`src/rtl/bus_decoder.sv`:
```
// Clocked address decoder: maps CPU accesses onto N base/mask regions with per-region wait states.
// Latency: mapped access is accepted in IDLE, then 1+WAIT ACCESS cycles and one DONE cycle; unmapped goes straight to DONE.
// Backpressure: req is only sampled in IDLE; a held req is re-accepted at the first IDLE edge, and no queueing is done.
//
// Ports:
//   clk, reset       clock, asynchronous active-high reset
//   req/addr/rw      CPU access strobe, address, direction (1 = write)
//   p_do             slave read data, region i at [i*DATA_W +: DATA_W]
//   clr_err          clears the sticky error flag
//   cs/oe/we         one-hot region select, read enable and write enable (ACCESS state only)
//   cpu_di           registered read data, held until the next read completes
//   ready            one-cycle completion pulse (DONE state)
//   err/err_addr     sticky unmapped-access flag and the address of the latest unmapped access
module bus_decoder #(
  parameter int                   ADDR_W   = 16,
  parameter int                   DATA_W   = 8,
  parameter int                   N        = 3,
  parameter logic [N*ADDR_W-1:0]  BASE     = {16'hF000, 16'hE000, 16'h0000},
  parameter logic [N*ADDR_W-1:0]  MASK     = {16'hF000, 16'hFFF0, 16'hF000},
  parameter logic [N*4-1:0]       WAIT     = {4'd0, 4'd1, 4'd0},
  parameter logic [DATA_W-1:0]    OPEN_BUS = '0
) (
  input  logic                  clk,
  input  logic                  reset,
  input  logic                  req,
  input  logic [ADDR_W-1:0]     addr,
  input  logic                  rw,
  input  logic [N*DATA_W-1:0]   p_do,
  input  logic                  clr_err,
  output logic [N-1:0]          cs,
  output logic [N-1:0]          oe,
  output logic [N-1:0]          we,
  output logic [DATA_W-1:0]     cpu_di,
  output logic                  ready,
  output logic                  err,
  output logic [ADDR_W-1:0]     err_addr
);

  localparam int SEL_W = (N > 1) ? $clog2(N) : 1;

  typedef enum logic [1:0] {
    S_IDLE,
    S_ACCESS,
    S_DONE
  } state_t;

  state_t               r_state;
  state_t               w_state_nxt;
  logic                 r_rw;
  logic [SEL_W-1:0]     r_sel;
  logic [3:0]           r_cnt;
  logic [DATA_W-1:0]    r_cpu_di;
  logic                 r_err;
  logic [ADDR_W-1:0]    r_err_addr;

  logic                 w_hit;
  logic [SEL_W-1:0]     w_sel;
  logic [3:0]           w_wait;
  logic [N-1:0]         w_onehot;
  logic                 w_accept;
  logic                 w_err_set;

  // Region decode of the live address. Scanning from the top index down lets
  // the lowest matching region overwrite any higher one, so it wins.
  always_comb begin
    w_hit = 1'b0;
    w_sel = '0;
    for (int i = N - 1; i >= 0; i--) begin
      if ((addr & MASK[i*ADDR_W +: ADDR_W]) == (BASE[i*ADDR_W +: ADDR_W] & MASK[i*ADDR_W +: ADDR_W])) begin
        w_hit = 1'b1;
        w_sel = SEL_W'(i);
      end
    end
  end

  assign w_wait    = WAIT[int'(w_sel)*4 +: 4];
  assign w_accept  = (r_state == S_IDLE) && req;
  assign w_err_set = w_accept && !w_hit;

  always_comb begin
    w_onehot        = '0;
    w_onehot[r_sel] = 1'b1;
  end

  // Next state and state-decoded outputs. Outputs come straight from the
  // state register so an asynchronous reset drops them at once.
  always_comb begin
    w_state_nxt = r_state;
    cs          = '0;
    oe          = '0;
    we          = '0;
    ready       = 1'b0;
    unique case (r_state)
      S_IDLE: begin
        if (req) begin
          w_state_nxt = w_hit ? S_ACCESS : S_DONE;
        end
      end
      S_ACCESS: begin
        cs = w_onehot;
        oe = r_rw ? '0 : w_onehot;
        we = r_rw ? w_onehot : '0;
        if (r_cnt == 4'd0) begin
          w_state_nxt = S_DONE;
        end
      end
      S_DONE: begin
        ready       = 1'b1;
        w_state_nxt = S_IDLE;
      end
      default: begin
        w_state_nxt = S_IDLE;
      end
    endcase
  end

  always_ff @(posedge clk or posedge reset) begin
    if (reset) begin
      r_state    <= S_IDLE;
      r_rw       <= 1'b0;
      r_sel      <= '0;
      r_cnt      <= 4'd0;
      r_cpu_di   <= '0;
      r_err      <= 1'b0;
      r_err_addr <= '0;
    end else begin
      r_state <= w_state_nxt;

      if (w_accept) begin
        r_rw  <= rw;
        r_sel <= w_sel;
        r_cnt <= w_hit ? w_wait : 4'd0;
        // Unmapped reads complete in DONE with the open-bus value.
        if (!w_hit && !rw) begin
          r_cpu_di <= OPEN_BUS;
        end
      end

      if (r_state == S_ACCESS) begin
        if (r_cnt != 4'd0) begin
          r_cnt <= r_cnt - 4'd1;
        end else if (!r_rw) begin
          // Slave data is sampled only at the final ACCESS edge.
          r_cpu_di <= p_do[int'(r_sel)*DATA_W +: DATA_W];
        end
      end

      // A new unmapped access beats a simultaneous clear.
      r_err <= w_err_set | (r_err & ~clr_err);
      if (w_err_set) begin
        r_err_addr <= addr;
      end
    end
  end

  assign cpu_di   = r_cpu_di;
  assign err      = r_err;
  assign err_addr = r_err_addr;

endmodule

```
`config.mk`:
```
export PLATFORM = sky130hd
export DESIGN_NAME = bus_decoder
export DESIGN_NICKNAME = d
export VERILOG_FILES = /design/src/rtl/bus_decoder.sv
export SDC_FILE = /design/constraint.sdc
export NUM_CORES = 1
export LEC_CHECK = 0
export ABC_AREA = 1
export BUFFER_PORTS_ARGS = -buffer_cell sky130_fd_sc_hd__buf_2
export CORE_UTILIZATION = 25
export DETAILED_ROUTE_END_ITERATION = 12
export SYNTH_ARGS = -nofsm -noshare
export SYNTH_HDL_FRONTEND = slang
export SYNTH_SLANG_ARGS = --single-unit
```
`constraint.sdc`:
```
create_clock -name clk -period 2.5 [get_ports clk]
set_input_delay 0.25 -clock clk [delete_from_list [all_inputs] [get_ports clk]]
set_output_delay 0.25 -clock clk [all_outputs]
set_load 0.01 [all_outputs]
```
==> results.yml, run 1 <==
clock_tree:
  clkTransAtPathRegs_ns: 0.07
  cts_buffer_depth: 2
  cts_tree: "done"
  cts_hold_buf: 0
  postCtsResizedCells: 0
  cts_buffers: 5
  clock-root-buffer: "clkbuf_8"
  post-cts-setup-buffer-count: 0
  htree_levels: 2
  clkLatencyLatePin_ns: 0.28
  clock-sinks: 34
floorplan:
  row_count: 31
  die_h_um: 88.7
  start_util: 0.259
  io-pin-count: 80
  dieArea_um2: 7870
  dieWidth_um: 88.7
  core_area_um2: 7250
layout:
  n_fill_cell: 803
  final_nets: 382
  drive_gt1_frac: 0.307
  area_growth_syn_to_layout_pct: 30.3
  num_antenna_cells: 0
  regArea_um2: 851
  postLayoutCoreUtil: 0.338
  multi_input_area_um2: 851
critical_path:
  max_stage_delay_ns: 0.49
  cp-start-kind: "register"
  cp_data_required_time_ns: 2.25
  reg2reg_depth: 8
  r2r_start: "r_cnt[0]"
  cp_cell_sequence: "nor2_1 -> inv_1 -> nor3_1 -> buf_2"
  cp-end-kind: "output pin"
  startpoint: "r_sel[1]"
  critPathKind: "register to output pin"
  endpoint: "oe[0]"
  r2r-end: "cpu_di[3]"
  cp_max_fo: 9
  reg2reg_slack_ns: 1.03
  arrival_ns: 1.69
  slowest_stage: "nor2_1"
synthesis:
  synth.distinct_cells: 22
  synth_area_per_cell_um2: 7.40
  synth-adder-area-share: 0.00665
  yosysWarnings: 0
  ys_seq_elements: 34
  synth-simple-area-share: 0.410
  syn_inst: 254
  synthesis.nets: 300
  yosys.area_share.xor_xnor: 0.00931
  netlist_area_um2: 1880
  synth_top_family_by_area: "simple AND/OR/NAND/NOR gates"
  synth_compound_area_frac: 0.0266
  synth_mux_area_frac: 0
  ys_seq_area_frac: 0.452
sta:
  finClkSkew_ns: 0.00345
  whs_ns: 0.0541
  slew_headroom: 0.594
  setup_viol: 0
  final.period_utilization: 0.777
  tns_ns: 0
  post-route-min-period_ns: 1.94
  hold_violations: 0
  fmax_mhz: 515
  maxSlewViolCount: 0
  grt_setup_unrepaired: "false"
  tightest_slew_ns: 0.607
global_routing:
  grt_usage: 0.132
  antenna_found_initial: 0
  overflow: 0
  grt_pass1_wl_um: 8040
  grt_max_degree: 35
  grt_pass1_vias: 1729
routing:
  firstDrtPassIters: 4
  wire_per_inst_um: 11.4
  postRouteAntennaNets: 0
  drtIter0Drc: 83
  num_vias: 1856
  via_per_inst: 4.27
  drcViolationCount: 0
  wirelength_um: 4940
power_and_ir_drop:
  p_per_area_nw_per_um2: 551
  p_leak_nw: 1.44
  power_w: 0.00135
  irDropWorstVdd_mv: 0.185
place:
  portBuffers: 79
  gp_congestion: 0.735
  dp_hpwl_um: 3690
run_status:
  status: "completed"
hold_path:
  min_path_type: "input pin to asynchronous set/reset pin"
run:
  maxCapViolations: 0
## sequential cells by signal, indices dropped and copies added, names as in the netlist
signal	flops
r_cnt	4
err_addr	16
r_sel	2
r_rw	1
err	1
r_state	2
cpu_di	8
## cells by family (layout without fill, tap and decap cells)
kind of cell	after synthesis	in the layout
simple gates	165	165
buf+inv	42	124
flops	34	34
compound gates	10	10
xor+xnor	2	2
fa+ha+maj	1	1
## critical path, delay by kind of cell (launching register included)
family / cells / cell delay (ns)
buf+inv: 2 / 0.32
flops: 1 / 0.42
simple gates: 2 / 0.68
## power by group
part | switching [W] | total (W) | internal [W]
sequential | 0.0000397 | 0.000658 | 0.000619
combinational | 0.000184 | 0.000308 | 0.000124
clock | 0.000192 | 0.000384 | 0.000192
total | 0.000416 | 0.00135 | 0.000935
## synthesized netlist by cell type
| library cell | number | area [um^2] |
|---|---|---|
| dfrtp_1 | 34 | 851 |
| buf_2 | 3 | 15.0 |
| buf_4 | 2 | 15.0 |
| inv_2 | 2 | 7.51 |
| nand2_1 | 104 | 390 |
| inv_1 | 33 | 124 |
| nor2_1 | 11 | 41.3 |
| nand3_1 | 13 | 65.1 |
| nand3_2 | 2 | 20.0 |
| xnor2_1 | 2 | 17.5 |
| ha_1 | 1 | 12.5 |
| nand2_2 | 3 | 18.8 |
| o21ai_1 | 1 | 5.00 |
| nor2_4 | 4 | 45.0 |
| nand4_1 | 17 | 106 |
| nor2_2 | 3 | 18.8 |
| nor3_1 | 6 | 30.0 |
| o21ai_0 | 5 | 25.0 |
| buf_6 | 1 | 11.3 |
| inv_4 | 1 | 6.26 |
| a21oi_1 | 4 | 20.0 |
| nand3_4 | 2 | 35.0 |
## layout make-up
| type | instances | area share |
|---|---|---|
| clock buffer | 7 | 0.0312 |
| inverter | 36 | 0.0562 |
| multi-input combinational | 178 | 0.347 |
| sequential | 34 | 0.347 |
| tap | 99 | 0.0506 |
| timing repair buffer | 81 | 0.168 |
## worst min path at each step
stage | to | slack, ns
after floorplan | err | 0.33
after global placement | cpu_di[7] | 0.38
after global routing | err_addr[13] | 0.11
after CTS | err_addr[12] | 0.08
after detailed placement | err_addr[10] | 0.39
final | err_addr[13] | 0.05
## cells in the final DEF (no fill, tap or decap), types with 2 or more instances in the layout
| cell | netlist | layout |
|---|---|---|
| nand2_1 | 104 | 104 |
| clkbuf_8 | 0 | 5 |
| nor2_2 | 3 | 3 |
| nand3_4 | 2 | 2 |
| o21ai_0 | 5 | 5 |
| nor2_4 | 4 | 4 |
| dfrtp_1 | 34 | 34 |
| nand2_2 | 3 | 3 |
| inv_2 | 2 | 2 |
| a21oi_1 | 4 | 4 |
| nand3_1 | 13 | 13 |
| buf_4 | 2 | 2 |
| inv_1 | 33 | 33 |
| nand4_1 | 17 | 17 |
| nor3_1 | 6 | 6 |
| clkbuf_1 | 0 | 2 |
| xnor2_1 | 2 | 2 |
| nor2_1 | 11 | 11 |
| buf_2 | 3 | 79 |
| nand3_2 | 2 | 2 |
## per-stage QoR
stage / std cells / instance area [um^2] / setup WS [ns]
2_1_floorplan: 254 / 1880 / 1.11
3_3_place_gp: 428 / 2370 / 0.872
3_5_place_dp: 428 / 2370 / 0.820
4_1_cts: 435 / 2450 / 0.506
5_1_grt: 435 / 2450 / 0.362
6_report: 435 / 2450 / 0.556
## layer usage
| metal | share of wire | track usage | routed length [um] |
|---|---|---|---|
| met5 | 0 | 0 | 0 |
| met4 | 0.0097 | 0.0352 | 48 |
| met3 | 0.035 | 0.0243 | 173 |
| met2 | 0.50 | 0.228 | 2460 |
| met1 | 0.46 | 0.170 | 2260 |
(Power assumes the default switching activity.)
==> run 2: changes to the inputs <==
clock period = 1.6 ns   (was 2.5 ns; I/O delays follow)
==> run 2 against run 1 <==
- die area is the same
- total power grew 65%
- global-route usage grew 0.18 points
- non-clock buffer count grew 16
- combinational power grew 67%
- critical path depth grew 1
- largest power group unchanged
- highest routed layer unchanged
==> results.yml, run 2 (same netlist as run 1, synthesis figures left out) <==
floorplan:
  io-pin-count: 80
  core_area_um2: 7250
  dieArea_um2: 7870
  dieWidth_um: 88.7
  row_count: 31
  die_h_um: 88.7
  start_util: 0.259
critical_path:
  reg2reg_depth: 8
  cp_data_required_time_ns: 1.44
  cp-start-kind: "register"
  critPathKind: "register to output pin"
  arrival_ns: 1.39
  cp_max_fo: 5
  cp-end-kind: "output pin"
run_status:
  status: "completed"
layout:
  most-common-layout-cells: "104 x nand2_1, 79 x buf_2, 34 x dfrtp_1"
  n_fill_cell: 802
  final_area_um2: 2620
  regArea_um2: 851
  final_nets: 398
  area_growth_syn_to_layout_pct: 39.5
  multi_input_area_um2: 876
  drive_gt1_frac: 0.363
  num_antenna_cells: 0
  largest_register_ffs: 16
  final_common_cell: "nand2_1"
  postLayoutCoreUtil: 0.362
sta:
  setup_viol: 0
  maxSlewViolCount: 0
  tightest_slew_ns: 0.448
  hold_violations: 0
  final.period_utilization: 0.969
  post-route-min-period_ns: 1.55
  fmax_mhz: 645
  tns_ns: 0
  finClkSkew_ns: 0.00916
  slew_headroom: 0.701
  grt_setup_unrepaired: "true"
run:
  maxCapViolations: 0
routing:
  drcViolationCount: 0
  postRouteAntennaNets: 0
  via_per_inst: 4.27
  firstDrtPassIters: 6
  wirelength_um: 5070
  drtIter0Drc: 80
  wire_per_inst_um: 11.2
  num_vias: 1931
power_and_ir_drop:
  p_leak_nw: 1.53
  power_w: 0.00223
  p_per_area_nw_per_um2: 848
  irDropWorstVdd_mv: 0.262
clock_tree:
  cts_buffer_depth: 2
  clock-root-buffer: "clkbuf_8"
  htree_levels: 2
  cts_tree: "done"
  clkLatencyLatePin_ns: 0.29
  clkTransAtPathRegs_ns: 0.07
  cts_buffers: 5
  clock-sinks: 34
global_routing:
  antenna_found_initial: 0
  grt_max_degree: 35
  grt_pass1_vias: 1770
  grt_usage: 0.134
  grt_pass1_wl_um: 8090
  overflow: 0
place:
  gp_congestion: 0.727
  placed_cell_area_um2: 2430
  dp_hpwl_um: 3770
  portBuffers: 79
hold_path:
  min_path_type: "input pin to register"
  holdPathStages: 2
-- run 2: cell types whose count changed in the layout (fill, tap and decap cells not counted) --
cell and delta:
buf_4 +14, buf_6 +1, clkbuf_1 -2, clkbuf_8 +1
clkinv_2 +1, clkinvlp_4 +2, dlygate4sd3_1 +1, inv_1 -2
inv_2 +1, nor3_1 -5, nor3_2 +5
-- run 2: path summary, 6_finish.rpt --
path | start | end | slack, ns
max in group asynchronous | reset | cpu_di[4] | 0.77
worst max-delay path | r_state[1] | oe[0] | 0.05
worst max register to register | r_cnt[0] | cpu_di[0] | 0.18
worst min register to register | err_addr[7] | err_addr[7] | 0.47
min in group asynchronous | reset | err_addr[11] | 0.51
worst min-delay path | clr_err | err | 0.02
-- run 2: power by group --
part	leakage (nW)	switching (W)	internal (W)
clock	0.0472	0.000334	0.000346
sequential	0.441	0.0000655	0.000966
combinational	1.04	0.000298	0.000216
-- run 2: repair_timing --
item | 4_1_cts | 5_1_grt
hold endpoints to repair | 34 | 0
cloned | 0 | 0
setup buffers | 5 | 2
setup endpoints to repair | 6 | 8
pin swaps | 1 | 3
hold buffers | 1 | 0
resized for setup | 4 | 6
-- run 2: metal layers --
layer  vias up  global-route usage  wire length (um)
met3         6              0.0345               274
li1        988                   -                 -
met1       891               0.175              2300
met5         -                   0                 0
met4         0              0.0440                55
met2        46               0.217              2430
-- run 2: area by class of cell --
cell class / instances / area share
Multi-Input combinational cell: 178 / 0.334
Sequential cell: 34 / 0.324
Timing Repair Buffer: 97 / 0.205
Inverter: 36 / 0.0539
Tap cell: 99 / 0.0472
Clock buffer: 6 / 0.0315
Clock inverter: 2 / 0.00477
-- run 2: worst max-delay path: stages, from the launching register on --
cell and delay (ns):
dfrtp_1 0.42, nor2_4 0.15, clkinvlp_4 0.13, buf_4 0.17
nor3_2 0.10, buf_2 0.15
-- run 2: through the flow --
step | setup slack, ns | hold slack (ns) | instances
floorplan | 0.299 | 0.241 | 254
global placement | 0.189 | 0.287 | 436
detailed placement | 0.184 | 0.291 | 436
CTS | 0.00872 | 0.0177 | 450
global route | -0.0573 | 0.0221 | 452
finish | 0.0489 | 0.0248 | 452
